--- src/rtl/fetch_stage.sv ---
// RV32I instruction-fetch stage: owns the PC, addresses the instruction ROM and
// fills the IF/ID pipeline register, with stall/flush/redirect and a sticky fetch fault.
module fetch_stage #(
  parameter int unsigned                ADDRESS_WIDTH = 32,
  parameter int unsigned                DATA_WIDTH    = 32,
  parameter logic [ADDRESS_WIDTH-1:0]   RESET_PC      = 32'h0000_0000,
  parameter int unsigned                IMEM_BYTES    = 4096
) (
  input  logic                     clk,
  input  logic                     rst_n,
  input  logic                     stall_i,
  input  logic                     flush_i,
  input  logic [1:0]               pc_src_i,
  input  logic [ADDRESS_WIDTH-1:0] branch_target_i,
  input  logic [ADDRESS_WIDTH-1:0] jalr_target_i,
  output logic [ADDRESS_WIDTH-1:0] imem_addr_o,
  input  logic [DATA_WIDTH-1:0]    imem_instr_i,
  output logic [DATA_WIDTH-1:0]    id_instr_o,
  output logic [ADDRESS_WIDTH-1:0] id_pc_o,
  output logic [ADDRESS_WIDTH-1:0] id_pc_plus4_o,
  output logic                     id_valid_o,
  output logic                     fault_o,
  output logic [ADDRESS_WIDTH-1:0] fault_addr_o
);

  typedef enum logic [1:0] {BOOT, RUN, FAULT} state_t;
  typedef enum logic [1:0] {IFID_HOLD, IFID_BUBBLE, IFID_LOAD} ifid_sel_t;

  typedef struct packed {
    logic [DATA_WIDTH-1:0]    instr;
    logic [ADDRESS_WIDTH-1:0] pc;
    logic [ADDRESS_WIDTH-1:0] pc_plus4;
    logic                     valid;
  } ifid_t;

  // Bubble is addi x0,x0,0 so decode sees a harmless NOP.
  localparam ifid_t BUBBLE = '{
    instr:    DATA_WIDTH'(32'h0000_0013),
    pc:       '0,
    pc_plus4: '0,
    valid:    1'b0
  };

  localparam logic [ADDRESS_WIDTH-1:0] PC_MAX = ADDRESS_WIDTH'(IMEM_BYTES - 4);

  state_t                   state, state_next;
  ifid_sel_t                ifid_sel;
  ifid_t                    ifid;
  logic [ADDRESS_WIDTH-1:0] pc, pc_plus4, next_pc;
  logic                     pc_advance, next_pc_bad, pc_we, fault_set;
  logic                     fault;
  logic [ADDRESS_WIDTH-1:0] fault_addr;

  assign pc_plus4 = pc + ADDRESS_WIDTH'(4);

  // NOTE: every always_comb output gets a default first, otherwise a path
  // that skips the assignment infers a latch.
  always_comb begin
    next_pc = pc_plus4;
    case (pc_src_i)
      2'b01:   next_pc = branch_target_i;
      2'b10:   next_pc = jalr_target_i & ~ADDRESS_WIDTH'(1);
      default: next_pc = pc_plus4;
    endcase
  end

  // Flush overrides stall; the fault check only matters when the PC would move.
  assign pc_advance  = (state == RUN) && (!stall_i || flush_i);
  assign next_pc_bad = (next_pc[1:0] != 2'b00) || (next_pc > PC_MAX);

  // NOTE: async active-low reset sits in the sensitivity list, and sequential
  // state uses non-blocking assignments so all registers sample the same edge.
  always_ff @(posedge clk or negedge rst_n) begin
    if (!rst_n) state <= BOOT;
    else        state <= state_next;
  end

  always_comb begin
    state_next = state;
    case (state)
      BOOT:    state_next = RUN;
      RUN:     if (pc_advance && next_pc_bad) state_next = FAULT;
      FAULT:   state_next = FAULT;
      default: state_next = BOOT;
    endcase
  end

  always_comb begin
    pc_we     = 1'b0;
    fault_set = 1'b0;
    ifid_sel  = IFID_BUBBLE;
    if (state == RUN) begin
      if (!pc_advance) begin
        ifid_sel = IFID_HOLD;
      end else if (next_pc_bad) begin
        fault_set = 1'b1;
      end else begin
        pc_we    = 1'b1;
        ifid_sel = flush_i ? IFID_BUBBLE : IFID_LOAD;
      end
    end
  end

  always_ff @(posedge clk or negedge rst_n) begin
    if (!rst_n)     pc <= RESET_PC;
    else if (pc_we) pc <= next_pc;
  end

  always_ff @(posedge clk or negedge rst_n) begin
    if (!rst_n) begin
      ifid <= BUBBLE;
    end else begin
      case (ifid_sel)
        IFID_LOAD:   ifid <= '{instr: imem_instr_i, pc: pc, pc_plus4: pc_plus4, valid: 1'b1};
        IFID_BUBBLE: ifid <= BUBBLE;
        default:     ifid <= ifid;
      endcase
    end
  end

  always_ff @(posedge clk or negedge rst_n) begin
    if (!rst_n) begin
      fault      <= 1'b0;
      fault_addr <= '0;
    end else if (fault_set) begin
      fault      <= 1'b1;
      fault_addr <= next_pc;
    end
  end

  assign imem_addr_o   = pc;
  assign id_instr_o    = ifid.instr;
  assign id_pc_o       = ifid.pc;
  assign id_pc_plus4_o = ifid.pc_plus4;
  assign id_valid_o    = ifid.valid;
  assign fault_o       = fault;
  assign fault_addr_o  = fault_addr;

endmodule

--- config.mk ---
export PLATFORM = sky130hd
export DESIGN_NAME = fetch_stage
export DESIGN_NICKNAME = d
export VERILOG_FILES = /design/src/rtl/fetch_stage.sv
export SDC_FILE = /design/constraint.sdc
export NUM_CORES = 1
export LEC_CHECK = 0
export ABC_AREA = 1
export BUFFER_PORTS_ARGS = -buffer_cell sky130_fd_sc_hd__buf_2
export CAP_MARGIN = 0
export CORE_UTILIZATION = 55
export CTS_BUF_LIST = sky130_fd_sc_hd__clkbuf_4
export DETAILED_ROUTE_END_ITERATION = 16
export PLACE_DENSITY_LB_ADDON = 0.25
export RECOVER_POWER = 100
export SLEW_MARGIN = 20
export SYNTH_ARGS = -nofsm -noshare
export SYNTH_HDL_FRONTEND = slang
export SYNTH_SLANG_ARGS = --single-unit
--- constraint.sdc ---
create_clock -name clk -period 10.2 [get_ports clk]
set_input_delay 2.04 -clock clk [delete_from_list [all_inputs] [get_ports clk]]
set_output_delay 2.04 -clock clk [all_outputs]
set_load 0.02 [all_outputs]
==> metrics.csv, run 1 <==
stage;metric;value;unit
worst_setup_path;endpoint_kind;register;
clock_tree;numCtsBuffers;17;
drt;postRouteAntennaNets;0;
cells_and_area;finish.utilization;0.6738;
worst_setup_path;cp_max_fo;95;
sta;fin_skew;0.02248;ns
clock_tree;cts.sinks;162;
synth;synth_warnings;0;
placed_design;placed_cell_area;8911;sq um
power;peakVddDrop;0.1148;mV
status;status;finished with violations;
clock_tree;clockBufferDepth;2;
sta;relSlewSlack;-2.338;
cells_and_area;syn_to_final_growth;18.68;%
drt;dr.pass1.iters;8;
cells_and_area;ff_latch_area;4058;sq um
sta;period_needed;7.985;ns
synth;synth_nets;985;
global_route;grt_pass1_wl;34890;microns
power;clkPwrFrac;0.233;
global_route;grt_antenna_before_repair;2;
placed_design;place_inst;1271;
power;seqPwrFrac;0.482;
sta;max_freq;125.2;MHz
power;p_leak;0.004595;uW
sta;final.period_utilization;0.7828;
sta;setup_tns;0;ns
cells_and_area;nNetsFinal;1223;
floorplanning;fp.dieH;119.2;microns
sta;hold_ws;0.4976;ns
sta;setup_viol;0;
clock_tree;cts_max_level;4;
cells_and_area;final_cells;1304;
power;intPower;998.7;uW
drt;drt-total-wl;22610;microns
drt;vias_per_cell;5.451;
cells_and_area;multi_input_area;2962;sq um
global_route;grt_start_max_net_pins;99;
sta;finalMaxSlewViolations;229;
global_route;grt_pass1_vias;6656;
synth;synthCells;876;
clock_tree;root_buffer;clkbuf_4;
floorplanning;core_area;13300;sq um
power;swShare;0.3813;
cells_and_area;fin_area;8959;sq um
clock_tree;postCtsSetupBuffers;0;
clock_tree;cts_resized;0;
placed_design;port_buffers;262;
floorplanning;die_area;14200;sq um
drt;dr_total_vias;7108;
floorplanning;die_w;119.2;microns
worst_setup_path;arrival;8.44;ns
global_route;grt-ovfl-total;0;
worst_setup_path;critPathKind;in -> reg;
drt;drc_errors;0;
clock_tree;hold_buffers;0;
power;p_sw;615.4;uW
clock_tree;cts_tree;built;
status;violations;max-capacitance violations, max-slew violations;
cells_and_area;fillerInstances;1221;
synth;synth_area;7548;sq um
synth;syn_avg_cell_area;8.617;sq um
clock_tree;clkTransAtPathRegs;0.13;ns
floorplanning;start_util;0.5678;
drt;wl_per_cell;17.34;microns
sta;tightest_slew;5.007;ns
synth;yosysUniqueCellTypes;35;
power;combPwrFrac;0.285;
synth;ys_seq_area_frac;0.5375;
drt;drt_iter0_drc;677;
sta;rsz0062_at_grt;no;
synth;ys_ff_latch;162;
cells_and_area;drive_gt1_frac;0.1297;
worst_setup_path;critPathLaunchType;input pin;
power;power_density;180.2;nW/um^2
placed_design;place.gp.congestion;0.9367;
clock_tree;clk_latency;0.57;ns
worst_hold_path;hold_path.class;reg -> reg;
sta;hold_violations;0;
worst_setup_path;worst_ep_required_time;10.65;ns
global_route;grt_use_total;0.3265;
floorplanning;rows;42;
floorplanning;pin_count;264;
run;maxCapViolations;3;
placed_design;dp_hpwl;16540;microns
[through the flow]
| step | setup WS (ns) | power (uW) |
|---|---|---|
| after detailed placement | 2.638 | 1275 |
| after global placement | 2.679 | 1264 |
| after CTS | 3.262 | 1644 |
| after global routing | 1.648 | 1701 |
| final | 2.215 | 1614 |
| after floorplan | 4.988 | 1092 |
[layout make-up]
cell class | count | area share
Inverter | 84 | 0.03520
Antenna cell | 2 | 0.0005587
Tap cell | 176 | 0.02458
Timing Repair Buffer | 265 | 0.1257
Sequential cell | 162 | 0.4529
Multi-Input combinational cell | 584 | 0.3306
Clock buffer | 18 | 0.01508
Clock inverter | 13 | 0.01536
[power groups by stage]
stage | combinational, uW | clock [uW] | sequential [uW]
2_1_floorplan | 206 | 0 | 886
3_3_place_gp | 483 | 0 | 781
3_5_place_dp | 491 | 0 | 785
4_1_cts | 490 | 381 | 773
5_1_grt | 504 | 411 | 787
6_report | 461 | 376 | 778
[sequential cells by signal (all words and copies together), names as in the netlist]
register and cells:
id_pc_plus4_o 30, id_instr_o 32, fault_addr_o 32, imem_addr_o 32, fault_o 1, id_valid_o 1, state 2, id_pc_o 32
[path summary, 6_finish.rpt]
kind | from | endpoint | slack [ns] | depth (start not counted)
setup / recovery | pc_src_i[0] | id_pc_plus4_o[24] | 2.22 | 21
hold / removal | id_pc_plus4_o[18] | id_pc_plus4_o[18] | 0.50 | 1
setup reg to reg | imem_addr_o[2] | id_pc_plus4_o[24] | 3.77 | 20
hold reg to reg | id_pc_plus4_o[18] | id_pc_plus4_o[18] | 0.50 | 1
max in group asynchronous | rst_n | id_pc_o[29] | 3.42 | 2
min in group asynchronous | rst_n | id_pc_o[7] | 3.28 | 1
[routing by layer]
metal	track usage	part of all wire
met1	0.4122	0.41
met4	0.1377	0.030
met5	0	0
met2	0.5352	0.48
met3	0.08142	0.079
[synth_stat cells (all sizes together)]
master | number | share of area
xor2 | 7 | 0.0081
a32o | 2 | 0.0027
a22o | 49 | 0.057
a21boi | 3 | 0.0030
o22a | 3 | 0.0035
ha | 7 | 0.012
dfstp | 3 | 0.010
dfrtp | 159 | 0.53
clkbuf | 30 | 0.015
a221o | 8 | 0.011
xnor2 | 1 | 0.0012
nor2 | 57 | 0.032
a21oi | 19 | 0.013
buf | 16 | 0.014
inv | 84 | 0.042
nand2 | 268 | 0.13
nor3 | 1 | 0.00066
and2 | 1 | 0.00083
o21a | 3 | 0.0030
a21o | 15 | 0.015
o21ai | 85 | 0.056
nand4 | 4 | 0.0041
nand3 | 50 | 0.034
or2 | 1 | 0.00083
[placed cells by master, fill, tap and decap left out, drive strengths merged]
master	synthesis	final
o21a	3	3
a21o	15	15
a32o	2	2
clkinvlp	0	2
nand4	4	4
a21boi	3	3
nand3	50	50
xnor2	1	1
dfrtp	159	159
o21ai	85	85
a21oi	19	19
a221o	8	8
a22o	49	49
bufinv	0	2
clkbuf	30	183
nor2	57	57
nor3	1	1
clkinv	0	9
or2	1	1
dfstp	3	3
and2	1	1
xor2	7	7
nand2	268	268
inv	84	84
o22a	3	3
buf	16	100
diode	0	2
ha	7	7
[cells by family after synthesis]
| kind of cell | Yosys count | synth area share |
|---|---|---|
| adders and majority gates | 7 | 0.01160 |
| xor gates and xnor gates | 8 | 0.009283 |
| buffers and inverters | 130 | 0.07061 |
| AOI/OAI and AO/OA | 187 | 0.1634 |
| DFF | 162 | 0.5375 |
| and+or+nand+nor | 382 | 0.2075 |
[worst max-delay path, stage by stage]
cell and delay (ns):
clkbuf_1 0.11, inv_1 0.06, ha_2 0.30, buf_4 0.41
inv_1 0.51, nor2_1 0.22, a21oi_1 0.08, nor2_1 0.10
nand3_1 0.08, nor2_1 0.10, nand2_1 0.06, nor2_1 0.12
nand4_1 0.17, nand2_1 1.27, nand3_1 0.39, ha_4 1.10
nor2_4 0.38, inv_1 0.13, buf_4 0.48, a21oi_1 0.11
a21o_1 0.18
No activity file was read; power rests on OpenSTA's default activity.
==> run 2: changes to the inputs <==
--- a/config.mk
+++ b/config.mk
@@ -8,7 +8,7 @@
 export ABC_AREA = 1
 export BUFFER_PORTS_ARGS = -buffer_cell sky130_fd_sc_hd__buf_2
 export CAP_MARGIN = 0
-export CORE_UTILIZATION = 55
+export CORE_UTILIZATION = 47
 export CTS_BUF_LIST = sky130_fd_sc_hd__clkbuf_4
 export DETAILED_ROUTE_END_ITERATION = 16
 export PLACE_DENSITY_LB_ADDON = 0.25
==> constraint.sdc (replaced) <==
create_clock -name clk -period 6.54 [get_ports clk]
set_input_delay 1.308 -clock clk [delete_from_list [all_inputs] [get_ports clk]]
set_output_delay 1.308 -clock clk [all_outputs]
set_load 0.02 [all_outputs]
==> run 2 against run 1 <==
The run still ends with max-capacitance violations, max-slew violations left. Wire length grew 2.3%. Critical path type unchanged. Largest cell class unchanged. Highest routed layer unchanged. First-iteration DRC count shrank 23%. Power grew 57%. Critical endpoint is now id_pc_plus4_o[31]. Global-route usage shrank 3.9 points.
==> metrics.csv, run 2 (synthesized netlist as in run 1, its figures left out) <==
stage;metric;value;unit;change
sta;max_freq;183.7;MHz;
power;power;2540;uW;+57%
placed_design;dp_hpwl;16980;microns;+2.7%
sta;period_needed;5.445;ns;
global_route;grt-ovfl-total;0;;unchanged
drt;postRouteAntennaNets;0;;unchanged
floorplanning;pin_count;264;;unchanged
worst_hold_path;hp-start;fault_o;;
power;peakVddDrop;0.1380;mV;+20%
run;maxCapViolations;1;;-2
power;power_density;280.1;nW/um^2;+55%
worst_setup_path;r2r_slack;1.42;ns;-2.35 ns
worst_setup_path;worst_ep_required_time;7.01;ns;-3.64 ns
sta;relSlewSlack;-0.8713;;+1.467
sta;finalMaxSlewViolations;113;;-51%
drt;drt_iter0_drc;518;;-23%
cells_and_area;final_common_cell;nand2_1;;
worst_hold_path;hold_depth;1;;unchanged
sta;rsz0062_at_grt;no;;
floorplanning;die_w;128.7;microns;+8.0%
cells_and_area;fillerInstances;1524;;+25%
status;violations;max-capacitance violations, max-slew violations;;
sta;fin_skew;0.02169;ns;-0.0007860 ns
drt;dr_total_vias;7022;;-1.2%
floorplanning;fp.dieH;128.7;microns;+8.0%
worst_setup_path;r2r_cells;18;;-10%
clock_tree;hold_buffers;0;;unchanged
sta;hold_violations;0;;unchanged
drt;drt-total-wl;23120;microns;+2.3%
floorplanning;start_util;0.4893;;-0.07846
clock_tree;postCtsSetupBuffers;0;;unchanged
worst_setup_path;arrival;5.92;ns;-2.52 ns
worst_hold_path;whs_endpoint;fault_o;;
clock_tree;cts.sinks;162;;unchanged
worst_setup_path;rr_startpoint;imem_addr_o[3];;
power;p_leak;0.004637;uW;+0.92%
global_route;grt_use_total;0.2870;;-0.03946
clock_tree;root_buffer;clkbuf_4;;
cells_and_area;drive_gt1_frac;0.1359;;+0.006260
sta;setup_viol;0;;unchanged
worst_setup_path;critPathLaunchType;input pin;;
clock_tree;cts_resized;0;;unchanged
floorplanning;core_area;15430;sq um;+16%
clock_tree;cts_max_level;4;;unchanged
cells_and_area;final_cell_mix;nand2_1, clkbuf_1, dfrtp_1;;
global_route;grt_pass1_vias;6700;;+0.66%
sta;tightest_slew;2.807;ns;-2.201 ns
drt;dr.pass1.iters;8;;unchanged
cells_and_area;finish.utilization;0.5879;;-0.08590
worst_setup_path;r2r_end;id_pc_plus4_o[31];;
clock_tree;numCtsBuffers;17;;unchanged
cells_and_area;ff_latch_area;4058;sq um;unchanged
floorplanning;die_area;16570;sq um;+17%
global_route;grt_antenna_before_repair;1;;-1
sta;final.period_utilization;0.8326;;
drt;wl_per_cell;17.19;microns;-0.86%
floorplanning;rows;45;;+7.1%
clock_tree;cts_tree;built;;
cells_and_area;multi_input_area;2964;sq um;about the same
sta;setup_tns;0;ns;unchanged
global_route;grt_pass1_wl;35620;microns;+2.1%
clock_tree;clkTransAtPathRegs;0.16;ns;+0.03 ns
cells_and_area;nNetsFinal;1229;;+0.49%
worst_hold_path;hold_path.class;reg -> reg;;
worst_setup_path;critPathKind;in -> reg;;
clock_tree;clk_latency;0.58;ns;about the same
placed_design;port_buffers;262;;unchanged
cells_and_area;syn_to_final_growth;20.16;%;
drt;vias_per_cell;5.221;;-4.2%
worst_setup_path;endpoint_kind;register;;
global_route;grt_start_max_net_pins;113;;+14%
status;status;finished with violations;;
worst_setup_path;setup.worst_path.start;pc_src_i[0];;
clock_tree;clockBufferDepth;2;;unchanged
placed_design;place.gp.congestion;0.9269;;-1.0%
drt;drc_errors;0;;unchanged
worst_setup_path;cp_max_fo;58;;-39%
run 2: changes by cell type in the layout (fill, tap and decap cells not counted), moves of 2 or more:
cell	previous run	this run
buf_4	2	7
bufinv_16	2	0
clkinv_2	3	0
clkinv_8	0	4
ha_1	4	6
ha_2	2	0
inv_8	0	4
run 2: worst max path at each step:
stage                                   end  slack (ns)
after CTS                 id_pc_plus4_o[13]        1.67
final                     id_pc_plus4_o[31]        1.09
after global routing      id_pc_plus4_o[31]        0.66
after floorplan           id_pc_plus4_o[22]        2.06
after detailed placement  id_pc_plus4_o[13]        1.03
after global placement    id_pc_plus4_o[13]        1.04
run 2: final cells by class:
class,count,share of cell area
flip-flops and latches,162,0.4474
clock buffers,17,0.01407
clock inverters,15,0.01862
multi-input cells,584,0.3268
diodes,1,0.0002759
well taps,211,0.02911
inverters,84,0.03476
repair buffers,271,0.1290
run 2: per-stage QoR:
step	hold slack, ns	std cells	area [sq um]	setup WS (ns)
6_report	0.4961	1345	9070	1.095
4_1_cts	0.4862	1344	9296	1.668
3_3_place_gp	0.4445	1312	9000	1.044
5_1_grt	0.5210	1345	9070	0.6647
3_5_place_dp	0.4475	1312	9000	1.034
2_1_floorplan	0.4755	876	7548	2.060
run 2: routing by layer:
layer | vias up | global-route usage | wire length, microns
met5 | - | 0 | 0
met3 | 40 | 0.06570 | 1539
li1 | 3358 | - | -
met4 | 0 | 0.1038 | 554
met1 | 3339 | 0.3771 | 9759
met2 | 285 | 0.4671 | 11270
run 2: critical path, cell delays in order:
cell and delay [ns]:
buf_2 0.09, inv_1 0.04, ha_1 0.36, clkbuf_1 0.48, a21oi_1 0.26, a21oi_1 0.10
nor2_1 0.11, nand3_1 0.08, nor2_1 0.11, nand2_1 0.06, nor2_1 0.12, nand4_1 0.28
nor2_4 0.49, nand2_1 0.20, ha_4 0.73, nor2_1 0.13, clkbuf_2 0.52, a32o_1 0.44
run 2: power by group:
| part | leakage, uW | total, uW | switching [uW] | internal, uW |
|---|---|---|---|---|
| Combinational | 0.00233 | 728 | 532 | 197 |
| Sequential | 0.00216 | 1210 | 76.3 | 1140 |
| Clock | 0.000152 | 600 | 423 | 177 |
==> run 3: changes to the inputs <==
--- a/config.mk
+++ b/config.mk
@@ -8,7 +8,7 @@
 export ABC_AREA = 1
 export BUFFER_PORTS_ARGS = -buffer_cell sky130_fd_sc_hd__buf_2
 export CAP_MARGIN = 0
-export CORE_UTILIZATION = 47
+export CORE_UTILIZATION = 52
 export CTS_BUF_LIST = sky130_fd_sc_hd__clkbuf_4
 export DETAILED_ROUTE_END_ITERATION = 16
 export PLACE_DENSITY_LB_ADDON = 0.25
==> constraint.sdc (replaced) <==
create_clock -name clk -period 5.3 [get_ports clk]
set_input_delay 1.06 -clock clk [delete_from_list [all_inputs] [get_ports clk]]
set_output_delay 1.06 -clock clk [all_outputs]
set_load 0.02 [all_outputs]
==> run 3 against run 2 <==
The flow still finishes with violations (max-capacitance violations, max-slew violations). Die area decreased by 9.5%. Global-route usage increased by 2.0 points. Hold slack got worse by 0.013 ns. Cell area about the same. Non-clock buffer count increased by 1. Wire length decreased by 2.9%. Via count increased by 0.90%. Clock power increased by 37%. Core utilization increased by 5.8 points. Critical endpoint is now id_pc_plus4_o[13]. Highest routed layer unchanged.
==> metrics.csv, run 3 (synthesized netlist as in run 1, its figures left out) <==
stage;metric;value;unit;change
cells_and_area;final_cell_mix;nand2_1, clkbuf_1, dfrtp_1;;
placed_design;dp_hpwl;16600;microns;-2.2%
worst_setup_path;max_stage_delay;0.50;ns;-0.23 ns
worst_setup_path;crit_buf_inv;3;;-1
sta;setup_viol;0;;unchanged
placed_design;place.gp.congestion;0.9411;;+1.5%
sta;rsz0062_at_grt;no;;
worst_setup_path;critPathSlowestCell;dfrtp_1;;
sta;period_needed;4.392;ns;
worst_setup_path;path_cells;ha_1, inv_1, nor2_1, nand2_1, o21ai_0, nand3_1, nand2_1, nand4_1, nor2_1, nand4_1, nand2_4, nand3_1, ha_4, nor2_4, inv_1, buf_4, a21oi_1, a21o_1;;
run;maxCapViolations;3;;+2
power;p_sw;1223;uW;+19%
global_route;grt_antenna_before_repair;0;;-1
clock_tree;clockBufferDepth;2;;unchanged
global_route;grt_use_total;0.3075;;+0.02043
power;swShare;0.3808;;-0.02484
global_route;grt_pass1_vias;6495;;-3.1%
cells_and_area;nNetsFinal;1230;;+0.081%
sta;hold_violations;0;;unchanged
clock_tree;clkTransAtPathRegs;0.15;ns;about the same
worst_setup_path;worst_ep_required_time;5.76;ns;-1.25 ns
clock_tree;hold_buffers;0;;unchanged
power;intPower;1990;uW;+32%
clock_tree;clk_latency;0.56;ns;-0.02 ns
sta;relSlewSlack;-0.5653;;+0.3060
cells_and_area;finish.utilization;0.6460;;+0.05808
drt;postRouteAntennaNets;0;;unchanged
power;power_density;354.2;nW/um^2;+26%
clock_tree;numCtsBuffers;17;;unchanged
placed_design;port_buffers;262;;unchanged
cells_and_area;final_cells;1314;;-2.3%
sta;setup_tns;0;ns;unchanged
floorplanning;fp.dieH;122.5;microns;-4.9%
floorplanning;core_area;14040;sq um;-9.0%
clock_tree;cts_resized;0;;unchanged
status;status;finished with violations;;
drt;wl_per_cell;17.09;microns;-0.61%
global_route;grt_pass1_wl;34380;microns;-3.5%
placed_design;place_inst;1282;;-2.3%
drt;vias_per_cell;5.392;;+3.3%
worst_setup_path;critPathKind;reg -> reg;;
floorplanning;die_w;122.5;microns;-4.9%
worst_setup_path;critPathTopFamily;simple AND/OR/NAND/NOR gates;;
clock_tree;cts.sinks;162;;unchanged
sta;final.period_utilization;0.8287;;
clock_tree;postCtsSetupBuffers;0;;unchanged
global_route;grt_start_max_net_pins;98;;-13%
clock_tree;cts_max_level;4;;unchanged
drt;drc_errors;0;;unchanged
worst_setup_path;endpoint_kind;register;;
cells_and_area;drive_gt1_frac;0.1367;;+0.0007620
sta;finalMaxSlewViolations;167;;+48%
drt;dr_total_vias;7085;;+0.90%
sta;max_freq;227.7;MHz;
drt;drt-total-wl;22450;microns;-2.9%
status;violations;max-capacitance violations, max-slew violations;;
power;seqPwrFrac;0.464;;-0.013
global_route;grt-ovfl-total;0;;unchanged
floorplanning;start_util;0.5376;;+0.04826
cells_and_area;antenna_cells;0;;-1
drt;drt_iter0_drc;541;;+4.4%
floorplanning;rows;43;;-4.4%
sta;tightest_slew;2.348;ns;-0.4589 ns
worst_setup_path;cp_max_fo;56;;-3.4%
cells_and_area;syn_to_final_growth;20.17;%;about the same
power;clkPwrFrac;0.255;;+0.019
sta;fin_skew;0.01454;ns;-0.007152 ns
worst_hold_path;hold_path.class;reg -> reg;;
clock_tree;cts_tree;built;;
clock_tree;root_buffer;clkbuf_4;;
power;p_leak;0.004650;uW;+0.28%
floorplanning;pin_count;264;;unchanged
power;combPwrFrac;0.281;;-0.006
drt;dr.pass1.iters;5;;-3
worst_setup_path;critPathLaunchType;register;;
floorplanning;die_area;15000;sq um;-9.5%
cells_and_area;final_common_cell;nand2_1;;
power;peakVddDrop;0.1658;mV;+20%
worst_setup_path;arrival;4.86;ns;-1.06 ns
## run 3: cell count changes in the layout (fill, tap and decap cells not counted), moves of 2 or more
cell,before,now
o21ai_1,3,1
o21ai_0,82,84
bufinv_16,0,3
clkbuf_1,163,165
inv_6,3,5
inv_8,4,2
clkinv_8,4,0
## run 3: worst paths after layout
path / slack, ns / cells after the start / endpoint / start
min in group asynchronous: 1.16 / 1 / id_instr_o[29] / rst_n
max reg2reg: 0.91 / 18 / id_pc_plus4_o[13] / imem_addr_o[2]
min: 0.48 / 1 / fault_o / fault_o
max in group asynchronous: 1.44 / 2 / fault_addr_o[29] / rst_n
max: 0.91 / 18 / id_pc_plus4_o[13] / imem_addr_o[2]
min reg2reg: 0.48 / 1 / fault_o / fault_o
## run 3: final cells by class
class	count	area, sq um
Inverter	84	315.3
Sequential cell	162	4058
Fill cell	1363	4971
Tap cell	180	225.2
Clock inverter	15	193.9
Clock buffer	17	127.6
Multi-Input combinational cell	584	2967
Timing Repair Buffer	272	1185
## run 3: worst reg2reg max path: cells and delay by family (launching register included)
family / cells / cell delay, ns
and+or+nand+nor: 10 / 1.81
adders and majority gates: 2 / 0.69
buffers and inverters: 3 / 0.62
DFF: 1 / 0.50
AOI/OAI and AO/OA: 3 / 0.66
## run 3: metrics by stage
| step | hold WS [ns] | total power [uW] | setup slack (ns) | cell area (sq um) |
|---|---|---|---|---|
| 3_3_place_gp | 0.4441 | 2450 | 0.7380 | 8981 |
| 4_1_cts | 0.4858 | 3279 | 1.369 | 9305 |
| 3_5_place_dp | 0.4505 | 2470 | 0.7696 | 8984 |
| 6_report | 0.4833 | 3213 | 0.9081 | 9071 |
| 5_1_grt | 0.5182 | 3385 | 0.5297 | 9071 |
| 2_1_floorplan | 0.4755 | 2101 | 1.068 | 7548 |
## run 3: power by group through the flow
stage | registers [uW] | clock network (uW) | logic [uW]
6_report | 1490 | 819 | 904
5_1_grt | 1510 | 877 | 995
4_1_cts | 1480 | 830 | 966
3_5_place_dp | 1510 | 0 | 963
3_3_place_gp | 1500 | 0 | 949
2_1_floorplan | 1700 | 0 | 396
## run 3: layer usage
layer / GRT usage / part of all wire
met1: 0.4000 / 0.41
met2: 0.5147 / 0.49
met3: 0.06552 / 0.075
met4: 0.09375 / 0.021
met5: 0 / 0
